$ cat src/rtl/arb_rr_pry_pkg.sv
// ============================================================================
// Module      : arb_rr_pry_pkg
// Description : Shared types and helpers for the arb_rr_pry round-robin
//               arbiter: FSM state enum, pointer-to-mask and one-hot-to-index.
// Revision    : 1.0 - initial release
// ============================================================================
`default_nettype none

package arb_rr_pry_pkg;

    localparam int ARB_MAXW    = 64;
    localparam int ARB_MAXIDXW = 6;

    typedef enum logic [0:0] {
        IDLE  = 1'b0,
        GRANT = 1'b1
    } arb_state_t;

    // Bits strictly above the pointer's set bit: prefix-OR shifted up by one.
    function automatic logic [ARB_MAXW-1:0] ptr2msk(input logic [ARB_MAXW-1:0] ptr);
        logic [ARB_MAXW-1:0] pre;
        pre[0] = ptr[0];
        for (int i = 1; i < ARB_MAXW; i++) begin
            pre[i] = pre[i-1] | ptr[i];
        end
        return pre << 1;
    endfunction

    function automatic logic [ARB_MAXIDXW-1:0] oht2idx(input logic [ARB_MAXW-1:0] oht);
        logic [ARB_MAXIDXW-1:0] idx;
        idx = '0;
        for (int i = 0; i < ARB_MAXW; i++) begin
            if (oht[i]) begin
                idx = idx | ARB_MAXIDXW'(i);
            end
        end
        return idx;
    endfunction

endpackage

`default_nettype wire

$ cat src/rtl/arb_rr_pry_if.sv
// ============================================================================
// Module      : arb_rr_pry_if
// Description : Request/grant/handshake bundle of the arb_rr_pry arbiter.
//               The lck signal exists only when ARB_RR_PRY_LOCK_EN is defined.
// Revision    : 1.0 - initial release
// ============================================================================
`default_nettype none

interface arb_rr_pry_if #(
    parameter int WIDTH = 8
) ();

    localparam int IDXW = $clog2(WIDTH);

    logic [WIDTH-1:0] req;
    logic [WIDTH-1:0] gnt;
    logic [IDXW-1:0]  idx;
    logic             vld;
    logic             rdy;
`ifdef ARB_RR_PRY_LOCK_EN
    logic             lck;
`endif

    modport master (
        output req,
        output rdy,
`ifdef ARB_RR_PRY_LOCK_EN
        output lck,
`endif
        input  gnt,
        input  idx,
        input  vld
    );

    modport slave (
        input  req,
        input  rdy,
`ifdef ARB_RR_PRY_LOCK_EN
        input  lck,
`endif
        output gnt,
        output idx,
        output vld
    );

endinterface

`default_nettype wire

$ cat src/rtl/pry2oht_tree.sv
// ============================================================================
// Module      : pry2oht_tree
// Description : Priority-to-one-hot encoder built as a SPLIT-ary tree; picks
//               the lowest (DIRECTION "LSB") or highest ("MSB") set request.
// Revision    : 1.0 - initial release
// ============================================================================
`default_nettype none

module pry2oht_tree #(
    parameter int    WIDTH          = 8,
    parameter int    SPLIT          = 2,
    parameter int    IMPLEMENTATION = 0,
    parameter string DIRECTION      = "LSB"
) (
    input  wire logic [WIDTH-1:0] req_i,
    output      logic [WIDTH-1:0] oht_o,
    output      logic             vld_o
);

    if (WIDTH <= SPLIT) begin : g_leaf
        if (IMPLEMENTATION == 1 && DIRECTION == "LSB") begin : g_arith
            // Two's-complement trick isolates the lowest set bit.
            assign oht_o = req_i & (~req_i + WIDTH'(1));
        end else begin : g_scan
            logic [WIDTH-1:0] w_oht;
            always_comb begin
                w_oht = '0;
                for (int i = 0; i < WIDTH; i++) begin
                    if (DIRECTION == "LSB") begin
                        if (req_i[i] && (w_oht == '0)) w_oht[i] = 1'b1;
                    end else begin
                        if (req_i[WIDTH-1-i] && (w_oht == '0)) w_oht[WIDTH-1-i] = 1'b1;
                    end
                end
            end
            assign oht_o = w_oht;
        end
        assign vld_o = |req_i;
    end else begin : g_node
        localparam int SUB = WIDTH / SPLIT;

        logic [WIDTH-1:0] w_sub_oht;
        logic [SPLIT-1:0] w_sub_vld;
        logic [SPLIT-1:0] w_sel;

        for (genvar s = 0; s < SPLIT; s++) begin : g_sub
            pry2oht_tree #(
                .WIDTH          (SUB),
                .SPLIT          (SPLIT),
                .IMPLEMENTATION (IMPLEMENTATION),
                .DIRECTION      (DIRECTION)
            ) u_sub (
                .req_i (req_i[s*SUB +: SUB]),
                .oht_o (w_sub_oht[s*SUB +: SUB]),
                .vld_o (w_sub_vld[s])
            );
            assign oht_o[s*SUB +: SUB] = w_sub_oht[s*SUB +: SUB] & {SUB{w_sel[s]}};
        end

        // The winning subtree is itself chosen by a priority over subtree valids.
        pry2oht_tree #(
            .WIDTH          (SPLIT),
            .SPLIT          (SPLIT),
            .IMPLEMENTATION (IMPLEMENTATION),
            .DIRECTION      (DIRECTION)
        ) u_sel (
            .req_i (w_sub_vld),
            .oht_o (w_sel),
            .vld_o (vld_o)
        );
    end

endmodule

`default_nettype wire

$ cat src/rtl/arb_rr_pry.sv
// ============================================================================
// Module      : arb_rr_pry
// Description : Registered round-robin arbiter with valid/ready grant hold.
//               Optional grant lock enabled by macro ARB_RR_PRY_LOCK_EN.
// Revision    : 1.0 - initial release
// ============================================================================
`default_nettype none

module arb_rr_pry
    import arb_rr_pry_pkg::*;
#(
    parameter int WIDTH          = 8,
    parameter int SPLIT          = 2,
    parameter int IMPLEMENTATION = 0
) (
    input  wire logic    clk,
    input  wire logic    rst,
    arb_rr_pry_if.slave  bus_if
);

    localparam int               IDXW      = $clog2(WIDTH);
    localparam logic [WIDTH-1:0] C_PTR_RST = {1'b1, {(WIDTH-1){1'b0}}};

    arb_state_t       state_q, state_d;
    logic [WIDTH-1:0] ptr_q, ptr_d;
    logic [WIDTH-1:0] gnt_q, gnt_d;
    logic [IDXW-1:0]  idx_q, idx_d;
    logic             vld_q, vld_d;

    logic [WIDTH-1:0] w_base;
    logic [WIDTH-1:0] w_msk;
    logic [WIDTH-1:0] w_a_oht, w_b_oht, w_arb;
    logic             w_a_vld, w_b_vld;
    logic [IDXW-1:0]  w_arb_idx;
    logic             w_hold;

    // On a transfer the current grant becomes the pointer, so mask from it directly.
    assign w_base    = (state_q == GRANT) ? gnt_q : ptr_q;
    assign w_msk     = WIDTH'(ptr2msk(ARB_MAXW'(w_base)));
    assign w_arb     = w_a_vld ? w_a_oht : w_b_oht;
    assign w_arb_idx = IDXW'(oht2idx(ARB_MAXW'(w_arb)));

`ifdef ARB_RR_PRY_LOCK_EN
    assign w_hold = bus_if.lck && (|(bus_if.req & gnt_q));
`else
    assign w_hold = 1'b0;
`endif

    pry2oht_tree #(
        .WIDTH          (WIDTH),
        .SPLIT          (SPLIT),
        .IMPLEMENTATION (IMPLEMENTATION),
        .DIRECTION      ("LSB")
    ) u_tree_a (
        .req_i (bus_if.req & w_msk),
        .oht_o (w_a_oht),
        .vld_o (w_a_vld)
    );

    pry2oht_tree #(
        .WIDTH          (WIDTH),
        .SPLIT          (SPLIT),
        .IMPLEMENTATION (IMPLEMENTATION),
        .DIRECTION      ("LSB")
    ) u_tree_b (
        .req_i (bus_if.req),
        .oht_o (w_b_oht),
        .vld_o (w_b_vld)
    );

    always_comb begin
        state_d = state_q;
        ptr_d   = ptr_q;
        gnt_d   = gnt_q;
        idx_d   = idx_q;
        vld_d   = vld_q;
        case (state_q)
            IDLE: begin
                if (w_b_vld) begin
                    gnt_d   = w_arb;
                    idx_d   = w_arb_idx;
                    vld_d   = 1'b1;
                    state_d = GRANT;
                end
            end
            GRANT: begin
                if (bus_if.rdy && !w_hold) begin
                    ptr_d = gnt_q;
                    if (w_b_vld) begin
                        gnt_d = w_arb;
                        idx_d = w_arb_idx;
                    end else begin
                        gnt_d   = '0;
                        idx_d   = '0;
                        vld_d   = 1'b0;
                        state_d = IDLE;
                    end
                end
            end
            default: begin
                state_d = IDLE;
                gnt_d   = '0;
                idx_d   = '0;
                vld_d   = 1'b0;
            end
        endcase
    end

    always_ff @(posedge clk) begin
        if (rst) begin
            state_q <= IDLE;
            ptr_q   <= C_PTR_RST;
            gnt_q   <= '0;
            idx_q   <= '0;
            vld_q   <= 1'b0;
        end else begin
            state_q <= state_d;
            ptr_q   <= ptr_d;
            gnt_q   <= gnt_d;
            idx_q   <= idx_d;
            vld_q   <= vld_d;
        end
    end

    assign bus_if.gnt = gnt_q;
    assign bus_if.idx = idx_q;
    assign bus_if.vld = vld_q;

endmodule

`default_nettype wire
$ cat src/flat_wrapper.sv
// flat-port wrapper written by rule: the top's interface ports become plain ports
module arb_rr_pry_flat import arb_rr_pry_pkg::*;
#(
    parameter int WIDTH          = 8,
    parameter int SPLIT          = 2,
    parameter int IMPLEMENTATION = 0
)
  (clk, rst, bus_if_req, bus_if_rdy, bus_if_gnt, bus_if_idx, bus_if_vld);
  arb_rr_pry_if #(.WIDTH(WIDTH)) bus_if_i ();
  input  wire logic clk;
  input  wire logic rst;
  input wire logic [$bits(bus_if_i.req)-1:0] bus_if_req;
  input wire logic [$bits(bus_if_i.rdy)-1:0] bus_if_rdy;
  output wire logic [$bits(bus_if_i.gnt)-1:0] bus_if_gnt;
  output wire logic [$bits(bus_if_i.idx)-1:0] bus_if_idx;
  output wire logic [$bits(bus_if_i.vld)-1:0] bus_if_vld;
  assign bus_if_i.req = bus_if_req;
  assign bus_if_i.rdy = bus_if_rdy;
  assign bus_if_gnt = bus_if_i.gnt;
  assign bus_if_idx = bus_if_i.idx;
  assign bus_if_vld = bus_if_i.vld;
  arb_rr_pry #(.WIDTH(WIDTH), .SPLIT(SPLIT), .IMPLEMENTATION(IMPLEMENTATION)) u_core (.clk(clk), .rst(rst), .bus_if(bus_if_i));
endmodule
$ cat config.mk
export PLATFORM = sky130hd
export DESIGN_NAME = arb_rr_pry_flat
export DESIGN_NICKNAME = d
export VERILOG_FILES = /design/src/rtl/arb_rr_pry_pkg.sv /design/src/rtl/arb_rr_pry_if.sv /design/src/rtl/pry2oht_tree.sv /design/src/rtl/arb_rr_pry.sv /design/src/flat_wrapper.sv
export SDC_FILE = /design/constraint.sdc
export NUM_CORES = 1
export LEC_CHECK = 0
export BUFFER_PORTS_ARGS = -buffer_cell sky130_fd_sc_hd__buf_4
export CAP_MARGIN = 25
export CORE_AREA = 2 2 53 60
export CTS_BUF_LIST = sky130_fd_sc_hd__clkbuf_2 sky130_fd_sc_hd__clkbuf_4 sky130_fd_sc_hd__clkbuf_8
export DETAILED_ROUTE_END_ITERATION = 12
export DIE_AREA = 0 0 55 62
export PLACE_DENSITY = 0.61
export SLEW_MARGIN = 20
export SYNTH_ARGS = -nofsm -noshare
export SYNTH_HDL_FRONTEND = slang
export SYNTH_SLANG_ARGS = --single-unit
$ cat constraint.sdc
create_clock -name clk -period 2.1 [get_ports clk]
set_input_delay 0.105 -clock clk [delete_from_list [all_inputs] [get_ports clk]]
set_output_delay 0.105 -clock clk [all_outputs]
set_load 0.01 [all_outputs]
==> flow_metrics.tcl, run 1 <==
set metrics [dict create \
    max_slew.worst_pin.slew_ns 0.321 \
    grt_pass1_vias 1122 \
    synth-async-reset-ratio_pct 0 \
    multi_input_area_um2 756 \
    post-place-ws_ns -0.0899 \
    outcome "complete, no violations" \
    clk_path_buf_depth 2 \
    sequentialPowerShare_pct 41.1 \
    slew_headroom_pct 78.0 \
    ys_seq_area_share_pct 36.4 \
    syn_nets 146 \
    min_path_type "in -> reg" \
    synth_top_flop_cell "dfxtp_1" \
    leakagePower_nw 0.641 \
    port_buffers 22 \
    initial_core_util_pct 38.0 \
    route.vias.total 1214 \
    yosys-mux-area-fraction_pct 3.87 \
    p_sw_share_pct 28.7 \
    synth_compound_area_share_pct 27.6 \
    crit_arrival_ns 2.30 \
    drc_errors 0 \
    synth_xor_area_share_pct 0 \
    synth_top_family_by_area "simple AND/OR/NAND/NOR gates" \
    die_y_um 62 \
    syn-cell-area_mm2 0.00110 \
    max_stage_delay_ns 0.39 \
    report.final.hold_viol_count 0 \
    synth_edf_count 0 \
    worst_skew_pair.late_latency_ns 0.31 \
    io_pins 23 \
    grtUsageTotal_pct 22.3 \
    synth_fa_ha_area_share_pct 0 \
    crit_family "compound AO/OA/AOI/OAI gates" \
    rows 21 \
    ys_ff_latch 20 \
    fillCellCount 297 \
    powerDensity_mw_per_mm2 629 \
    gp_congestion 0.887 \
    cp_cell_sequence "or3b_1 -> o311a_1 -> o311a_4 -> nor4_4 -> buf_4 -> a31oi_4 -> a41oi_2" \
    max_freq_mhz 487 \
    routed_wl_um 3450 \
    nets 191 \
    synth-simple-area-share_pct 28.4 \
    antenna_found_initial 0 \
    p_sw_w 0.000293 \
    grt_pass1_wl_um 5420 \
    overflow 0 \
    cp_slowest_cell "dfxtp_1" \
    dp_hpwl_um 2510 \
    synth_top_cell_by_area "dfxtp_1" \
    cts_tree "done" \
    clock-sinks 20 \
    yosys_warnings 0 \
    power_frac_clock_pct 31.7 \
    finClkSkew_ns 0.00759 \
    die_width_um 55 \
    syn_avg_cell_area_um2 8.14 \
    ant_nets 0 \
    vias_per_cell 5.70 \
    ys_types 36 \
    clockRootBuffer "clkbuf_4" \
    yosysTopAreaCellShare_pct 36.4 \
    syn_inst 135 \
    area_growth_syn_to_layout_pct 47.7 \
    grt_max_degree 21 \
    yosys-top-cells-area "dfxtp_1 36%, nand2_1 6.5%, a21oi_1 6.4%" \
    core_mm2 0.00289 \
    num_antenna_cells 0 \
    setup_viol 0 \
    drtIter0Drc 32 \
    critPathCaptureType "flop" \
    maxCapViolCount 0 \
    cts.clk_slew.worst_paths_ns 0.13 \
    cts_buffers 3 \
    internal_power_w 0.000728 \
    dieArea_mm2 0.00341 \
    dr.pass1.iters 4 \
    irDropWorstVdd_mv 0.510 \
    whs_ns 0.0926 \
    drive_above_1_share_pct 39.1 \
    utilization_pct 56.1 \
    fin_crit_sh_pct 97.8 \
    regArea_um2 404 \
    critPathLaunchType "flop" \
    cp_max_fo 4 \
    crit_type "reg -> reg" \
    final.setup.tns_ns 0 \
    min_period_ns 2.05 \
    worst_slack_ns 0.0464 \
    rsz0062_at_grt "true" \
    cts.hold.buffers_added 0 \
    p_comb_share_pct 27.2 \
    drv_slew 0 \
    critical_path_buf_inv_count 1 \
    htree_levels 1 \
    routedWlPerCell_um 16.2 \
    crit_required_ns 2.35 \
]
[layout make-up]
cell class / instances / area share (%)
multi-input cells: 105 / 46.6
flip-flops and latches: 20 / 24.9
repair buffers: 46 / 21.7
well taps: 34 / 2.62
clock inverters: 1 / 1.85
clock buffers: 3 / 1.39
inverters: 4 / 0.925
[worst register-to-register path, stage by stage (launching register included)]
cell,delay (ns)
dfxtp_1,0.39
or3b_1,0.40
o311a_1,0.15
o311a_4,0.35
nor4_4,0.26
buf_4,0.18
a31oi_4,0.10
a41oi_2,0.18
[logic make-up after synthesis]
| group | Yosys count |
|---|---|
| mux | 4 |
| buf+inv | 10 |
| compound gates | 40 |
| flops | 20 |
| simple gates | 61 |
[final timing paths]
kind                            slack (ns)            startpoint  depth (start not counted)                   end
worst max register to register        0.05  u_core.bus_if.gnt[0]                          7  u_core.bus_if.idx[1]
worst min register to register        0.48       u_core.ptr_q[3]                          2       u_core.ptr_q[3]
worst max-delay path                  0.05  u_core.bus_if.gnt[0]                          7  u_core.bus_if.idx[1]
worst min-delay path                  0.09         bus_if_req[0]                          3  u_core.bus_if.gnt[0]
[flip-flops by register name, indices dropped and copies added (netlist names)]
register	flops
u_core.bus_if.gnt	8
u_core.ptr_q	7
u_core.bus_if.idx	3
u_core.bus_if.vld	1
u_core.state_q	1
[power groups by stage]
stage	Combinational, W	Clock [W]	Sequential [W]
global route	0.000302	0.000349	0.000422
finish	0.000278	0.000324	0.000419
detailed placement	0.000239	0	0.000426
floorplan	0.000120	0	0.000431
global placement	0.000236	0	0.000426
CTS	0.000245	0.000329	0.000418
[metal layers]
metal / GRT usage, % / wire [um] / vias to the layer above
met2: 37.6 / 1750 / 39
li1: - / - / 590
met1: 28.4 / 1450 / 575
met4: 8.71 / 97 / 0
met3: 3.59 / 154 / 10
met5: 0 / 0 / -
[stage by stage]
step                      instance area (um2)  total power [W]  instances
after global placement                   1420         0.000662        204
after detailed placement                 1420         0.000665        204
after global routing                     1620          0.00107        213
after CTS                                1500         0.000992        209
after floorplan                          1100         0.000551        135
final                                    1620          0.00102        213
[Yosys cell counts (2+ instances only)]
| library cell | count |
|---|---|
| nor3_1 | 6 |
| a32oi_1 | 3 |
| o21a_1 | 2 |
| nor4_1 | 2 |
| inv_1 | 4 |
| mux2i_1 | 2 |
| a41oi_1 | 3 |
| nor2_1 | 16 |
| nand2_1 | 19 |
| o21ai_0 | 5 |
| a22oi_1 | 2 |
| nand3_1 | 9 |
| mux2_2 | 2 |
| dfxtp_1 | 20 |
| clkbuf_1 | 5 |
| a21oi_1 | 14 |
| nand2b_1 | 2 |
[what timing repair did]
item	in CTS	in global routing
setup buffers	1	4
resized for setup	5	15
endpoints found under the setup margin	8	8
pin swaps	1	9
[placed cells by master (no fill, tap or decap), drive strengths merged, types with 2 or more instances in the layout]
master	Yosys	routed
inv	4	4
nand2	19	19
dfxtp	20	20
nand3	9	9
o21ai	6	6
nor3	6	6
nor4	4	4
a32oi	3	3
mux2i	2	2
mux2	2	2
nand2b	2	2
a21oi	14	14
buf	1	46
o21a	2	2
a22oi	2	2
nor2	16	16
a41oi	3	3
clkbuf	5	3
o311a	2	2
Note: power is estimated with default switching activity, not from simulation.
==> run 2, diff against run 1 <==
CORE_AREA = 2 2 63 70   (was 2 2 53 60)
DIE_AREA = 0 0 65 72   (was 0 0 55 62)
PLACE_DENSITY = 0.58   (was 0.61)
SLEW_MARGIN = 0   (was 20)
SYNTH_HIERARCHICAL = 1   (was default)
==> flow_metrics.tcl, run 2 <==
set metrics [dict create \
    cp_slowest_cell "or3_4" \
    irDropWorstVdd_mv 0.241 \
    routedWlPerCell_um 12.6 \
    layout.cells.non_filler 278 \
    syn_avg_cell_area_um2 7.70 \
    overflow 0 \
    ant_nets 0 \
    ys_ff_latch 20 \
    worst_skew_pair.late_latency_ns 0.26 \
    die_width_um 65 \
    dp_hpwl_um 2650 \
    cp_cell_sequence "or3_4 -> nor3_4 -> a21oi_2 -> o21a_1 -> or2_1 -> or2_1 -> or2_4 -> mux2_2 -> nand2_2 -> a41oi_1" \
    clock-sinks 20 \
    grt_pass1_wl_um 6120 \
    yosys_warnings 6 \
    fin_crit_sh_pct 120 \
    dieArea_mm2 0.00468 \
    largest_register_ffs 8 \
    dr.pass1.iters 4 \
    final_common_cell "buf_4" \
    cp_max_fo 7 \
    synth-async-reset-ratio_pct 0 \
    cts_tree "done" \
    nets 239 \
    cts_setup_buffers 0 \
    yosys-top-cells-area "dfxtp_1 26%, and2_1 13%, buf_4 7.3%" \
    cts_buffers 3 \
    final_cell_mix "43 x buf_4, 30 x and2_1, 20 x dfxtp_1" \
    critPathCaptureType "flop" \
    max_stage_delay_ns 0.40 \
    violations "setup timing" \
    min_period_ns 2.51 \
    grt_pass1_vias 1333 \
    drv_slew 0 \
    outcome "complete, but fails checks" \
    gp_congestion 0.775 \
    route.vias.total 1315 \
    io_pins 23 \
    syn-cell-area_mm2 0.00153 \
    min_path_type "in -> reg" \
    crit_arrival_ns 2.64 \
    drtIter0Drc 33 \
    rsz0062_at_grt "true" \
    core_mm2 0.00393 \
    grt_max_degree 21 \
    synth_top_cell_by_area "dfxtp_1" \
    setup_viol 11 \
    max_freq_mhz 398 \
    synthTopCellsByCount "33 x and2_1, 23 x nand2_1, 20 x dfxtp_1" \
    critical_path.most_common_cell "or2_1" \
    area_growth_syn_to_layout_pct 22.5 \
    synth_top_flop_cell "dfxtp_1" \
    synth_most_common_cell "and2_1" \
    grtUsageTotal_pct 16.5 \
    ys_types 34 \
    report.final.hold_viol_count 0 \
    synth_edf_count 0 \
    yosysTopAreaCellShare_pct 26.1 \
    crit_type "reg -> reg" \
    routed_wl_um 3510 \
    critPathLaunchType "flop" \
    total_power_w 0.000875 \
    crit_required_ns 2.23 \
    num_antenna_cells 0 \
    vias_per_cell 4.73 \
    cts.hold.buffers_added 0 \
    maxCapViolCount 0 \
    rows 24 \
    htree_levels 1 \
    drive_above_1_share_pct 32.7 \
    worst_slack_ns -0.410 \
    dpl.cell_count 274 \
    initial_core_util_pct 39.0 \
    powerDensity_mw_per_mm2 466 \
    clockRootBuffer "clkbuf_8" \
    port_buffers 22 \
    finClkSkew_ns 0.00333 \
    clk_path_buf_depth 2 \
    syn_inst 199 \
    leakagePower_nw 0.798 \
    ys_seq_area_share_pct 26.1 \
    antenna_found_initial 0 \
    drc_errors 0 \
    cts.clk_slew.worst_paths_ns 0.08 \
    die_y_um 72 \
]
[run 2: cell count changes after synthesis, sizes merged, moves of 4 or more]
cell   previous run  this run
or2               0        14
mux2              2         9
o21ai             6         0
and2              1        34
nor2             16         9
nand2            19        23
buf               1        20
nor2b             0        16
[run 2: what timing repair did]
item                       in CTS  in global routing
gates resized for setup        13                  2
setup endpoints to repair      11                 11
gates cloned                    1                  0
pin swaps                       4                  3
[run 2: through the flow]
| step | area (um2) | util (%) | setup slack [ns] | TNS (ns) | hold slack, ns |
|---|---|---|---|---|---|
| after floorplan | 1550 | - | -0.368 | -3.16 | 0.390 |
| after global placement | 1780 | 45.2 | -0.370 | -3.58 | 0.437 |
| after detailed placement | 1780 | 45.2 | -0.402 | -3.95 | 0.446 |
| after CTS | 1870 | 47.5 | -0.403 | -3.84 | 0.164 |
| after global routing | 1880 | 47.7 | -0.512 | -5.07 | 0.185 |
| final | 1880 | 47.7 | -0.410 | -3.91 | 0.165 |
[run 2: cell type report]
type,count,area [um2]
clock buffers,3,41.3
fillers,419,2060
inverters,1,3.75
multi-input cells,159,1040
flip-flops and latches,20,400
well taps,52,65.1
repair buffers,43,323
[run 2: worst max-delay path, delay by kind of cell (launching register included)]
kind | cells | cell delay [ns]
flip-flops | 1 | 0.31
AO/OA/AOI/OAI | 3 | 0.37
AND/OR/NAND/NOR | 6 | 1.41
multiplexers | 1 | 0.29
[run 2: cells by family after synthesis]
logic type             share of synthesized area (%)
DFF                                             26.1
other                                          0.245
buffers and inverters                           10.8
AOI/OAI and AO/OA                               15.0
and+or+nand+nor                                 40.6
muxes                                           7.27
[run 2: layer usage]
metal / wire, um / vias to the layer above / part of all wire [%] / GRT usage, %
met2: 1700 / 23 / 48 / 28.6
met4: 25 / 0 / 0.71 / 3.55
li1: - / 706 / - / -
met5: 0 / - / 0 / 0
met1: 1680 / 582 / 48 / 21.6
met3: 105 / 4 / 3.0 / 2.33
[run 2: worst paths after layout]
path	endpoint	slack [ns]	cells past startpoint	start
min reg2reg	u_core/bus_if.gnt[7]	0.46	2	u_core/bus_if.gnt[7]
max reg2reg	u_core/bus_if.idx[0]	-0.41	10	u_core/ptr_q[0]
min	u_core/ptr_q[4]	0.16	3	bus_if_rdy
max	u_core/bus_if.idx[0]	-0.41	10	u_core/ptr_q[0]
[run 2: power breakdown]
| part | switching (W) | internal [W] |
|---|---|---|
| sequential | 0.00000657 | 0.000389 |
| combinational | 0.000106 | 0.000112 |
| clock | 0.000133 | 0.000128 |
| total | 0.000246 | 0.000629 |
==> run 3, diff against run 2 <==
CORE_AREA = 2 2 55 62   (was 2 2 63 70)
DIE_AREA = 0 0 57 64   (was 0 0 65 72)
PLACE_DENSITY = 0.73   (was 0.58)
==> flow_metrics.tcl, run 3 (synthesized netlist as in run 2, its figures left out) <==
set metrics [dict create \
    finClkSkew_ns 0.00431 \
    route.vias.total 1378 \
    outcome "complete, but fails checks" \
    rsz0062_at_grt "true" \
    r2r-start "u_core/ptr_q[0]" \
    drc_errors 0 \
    leakagePower_nw 0.794 \
    irDropWorstVdd_mv 0.368 \
    htree_levels 1 \
    antenna_found_initial 0 \
    fin_crit_sh_pct 122 \
    cts_buffers 3 \
    gp_congestion 0.779 \
    core_mm2 0.00300 \
    dp_hpwl_um 2590 \
    min_path_type "in -> reg" \
    drtIter0Drc 30 \
    port_buffers 22 \
    clockRootBuffer "clkbuf_4" \
    grt_max_degree 21 \
    routedWlPerCell_um 13.9 \
    setup_viol 11 \
    fin_area_mm2 0.00186 \
    grt_use_met3_pct 2.83 \
    vias_per_cell 5.36 \
    utilization_pct 62.2 \
    initial_core_util_pct 51.2 \
    total_power_w 0.000807 \
    largest_register_ffs 8 \
    worst_skew_pair.late_latency_ns 0.30 \
    min_period_ns 2.57 \
    crit_arrival_ns 2.77 \
    r2r-end "u_core/bus_if.idx[2]" \
    io_pins 23 \
    r2r_slack_ns -0.47 \
    dr.pass1.iters 4 \
    powerDensity_mw_per_mm2 433 \
    crit_type "reg -> reg" \
    met1_usage_pct 25.7 \
    rows 21 \
    grt_pass1_vias 1365 \
    final_cell_mix "39 x buf_4, 30 x and2_1, 19 x nand2_1" \
    cts.hold.buffers_added 0 \
    violations "setup timing" \
    cts_tree "done" \
    report.final.hold_viol_count 0 \
    grtUsageTotal_pct 20.5 \
    final_common_cell "buf_4" \
    whs_endpoint "u_core/ptr_q[0]" \
    num_antenna_cells 0 \
    dpl_cell_area_mm2 0.00172 \
    worstHoldPathCells 3 \
    maxCapViolCount 0 \
    crit_required_ns 2.30 \
    area_growth_syn_to_layout_pct 21.5 \
    critPathLaunchType "flop" \
    overflow 0 \
    routed_wl_um 3580 \
    nets 236 \
    max_freq_mhz 389 \
    clock-sinks 20 \
    critPathCaptureType "flop" \
    drive_above_1_share_pct 34.5 \
    dieArea_mm2 0.00365 \
    worst_slack_ns -0.471 \
    cts.clk_slew.worst_paths_ns 0.11 \
    cp_max_fo 7 \
    min_from "bus_if_rdy" \
    die_y_um 64 \
    grt_busiest_layer "met2" \
    drv_slew 0 \
    ant_nets 0 \
    fillCellCount 283 \
    reg2regPathDepth 11 \
    die_width_um 57 \
    cp-startpoint "u_core/ptr_q[0]" \
    grtUsageMet2_pct 36.2 \
    clk_path_buf_depth 2 \
    grt_pass1_wl_um 6000 \
    whs_ns 0.116 \
]
==> run 3: metrics by stage <==
step	cells	setup WS (ns)	setup TNS, ns
2_1_floorplan	201	-0.368	-3.16
3_3_place_gp	252	-0.376	-3.57
3_5_place_dp	252	-0.402	-3.90
4_1_cts	256	-0.416	-3.98
5_1_grt	257	-0.565	-5.56
6_report	257	-0.471	-4.43
==> run 3: how the worst max path moves through the flow <==
stage | slack, ns | cells past startpoint | endpoint
2_1_floorplan | -0.37 | 11 | u_core/bus_if.gnt[1]
3_3_place_gp | -0.38 | 10 | u_core/bus_if.idx[1]
4_1_cts | -0.42 | 10 | u_core/bus_if.idx[0]
6_report | -0.47 | 11 | u_core/bus_if.idx[2]
3_5_place_dp | -0.40 | 10 | u_core/bus_if.idx[0]
5_1_grt | -0.56 | 11 | u_core/bus_if.idx[2]
==> run 3: final cells by class <==
class                      instances  area, um2  area share, %
tap                               34       42.5           2.28
multi-input combinational        159       1090           58.3
timing repair buffer              40        304           16.3
inverter                           1       3.75          0.202
sequential                        20        403           21.6
clock buffer                       3       22.5           1.21
==> run 3: power breakdown <==
part	total [W]	internal, W	switching, W	leakage [nW]
sequential	0.000397	0.000390	0.00000697	0.163
clock	0.000186	0.0000669	0.000119	0.0138
combinational	0.000224	0.000113	0.000111	0.617
total	0.000807	0.000570	0.000237	0.794
==> run 3: repair_timing <==
| action | in CTS | in global routing |
|---|---|---|
| setup endpoints to repair | 11 | 11 |
| pin swaps | 3 | 6 |
| cloned | 1 | 0 |
| buffers inserted | 0 | 1 |
| gates resized for setup | 14 | 12 |
==> run 3: routing by layer <==
metal,wire length [um],up-vias
met2,1840,20
met3,78,4
li1,-,708
met4,28,0
met1,1630,646
met5,0,-
==> run 3: worst max-delay path: stages, from the launching register on <==
cell and delay [ns]:
dfxtp_2 0.33, or3_4 0.41, nor3_4 0.13, a21oi_2 0.07, o21a_1 0.21, or2_1 0.21
or2_1 0.27, or2_4 0.29, nor4_1 0.33, a21oi_1 0.08, nand2_1 0.08, a31oi_1 0.06
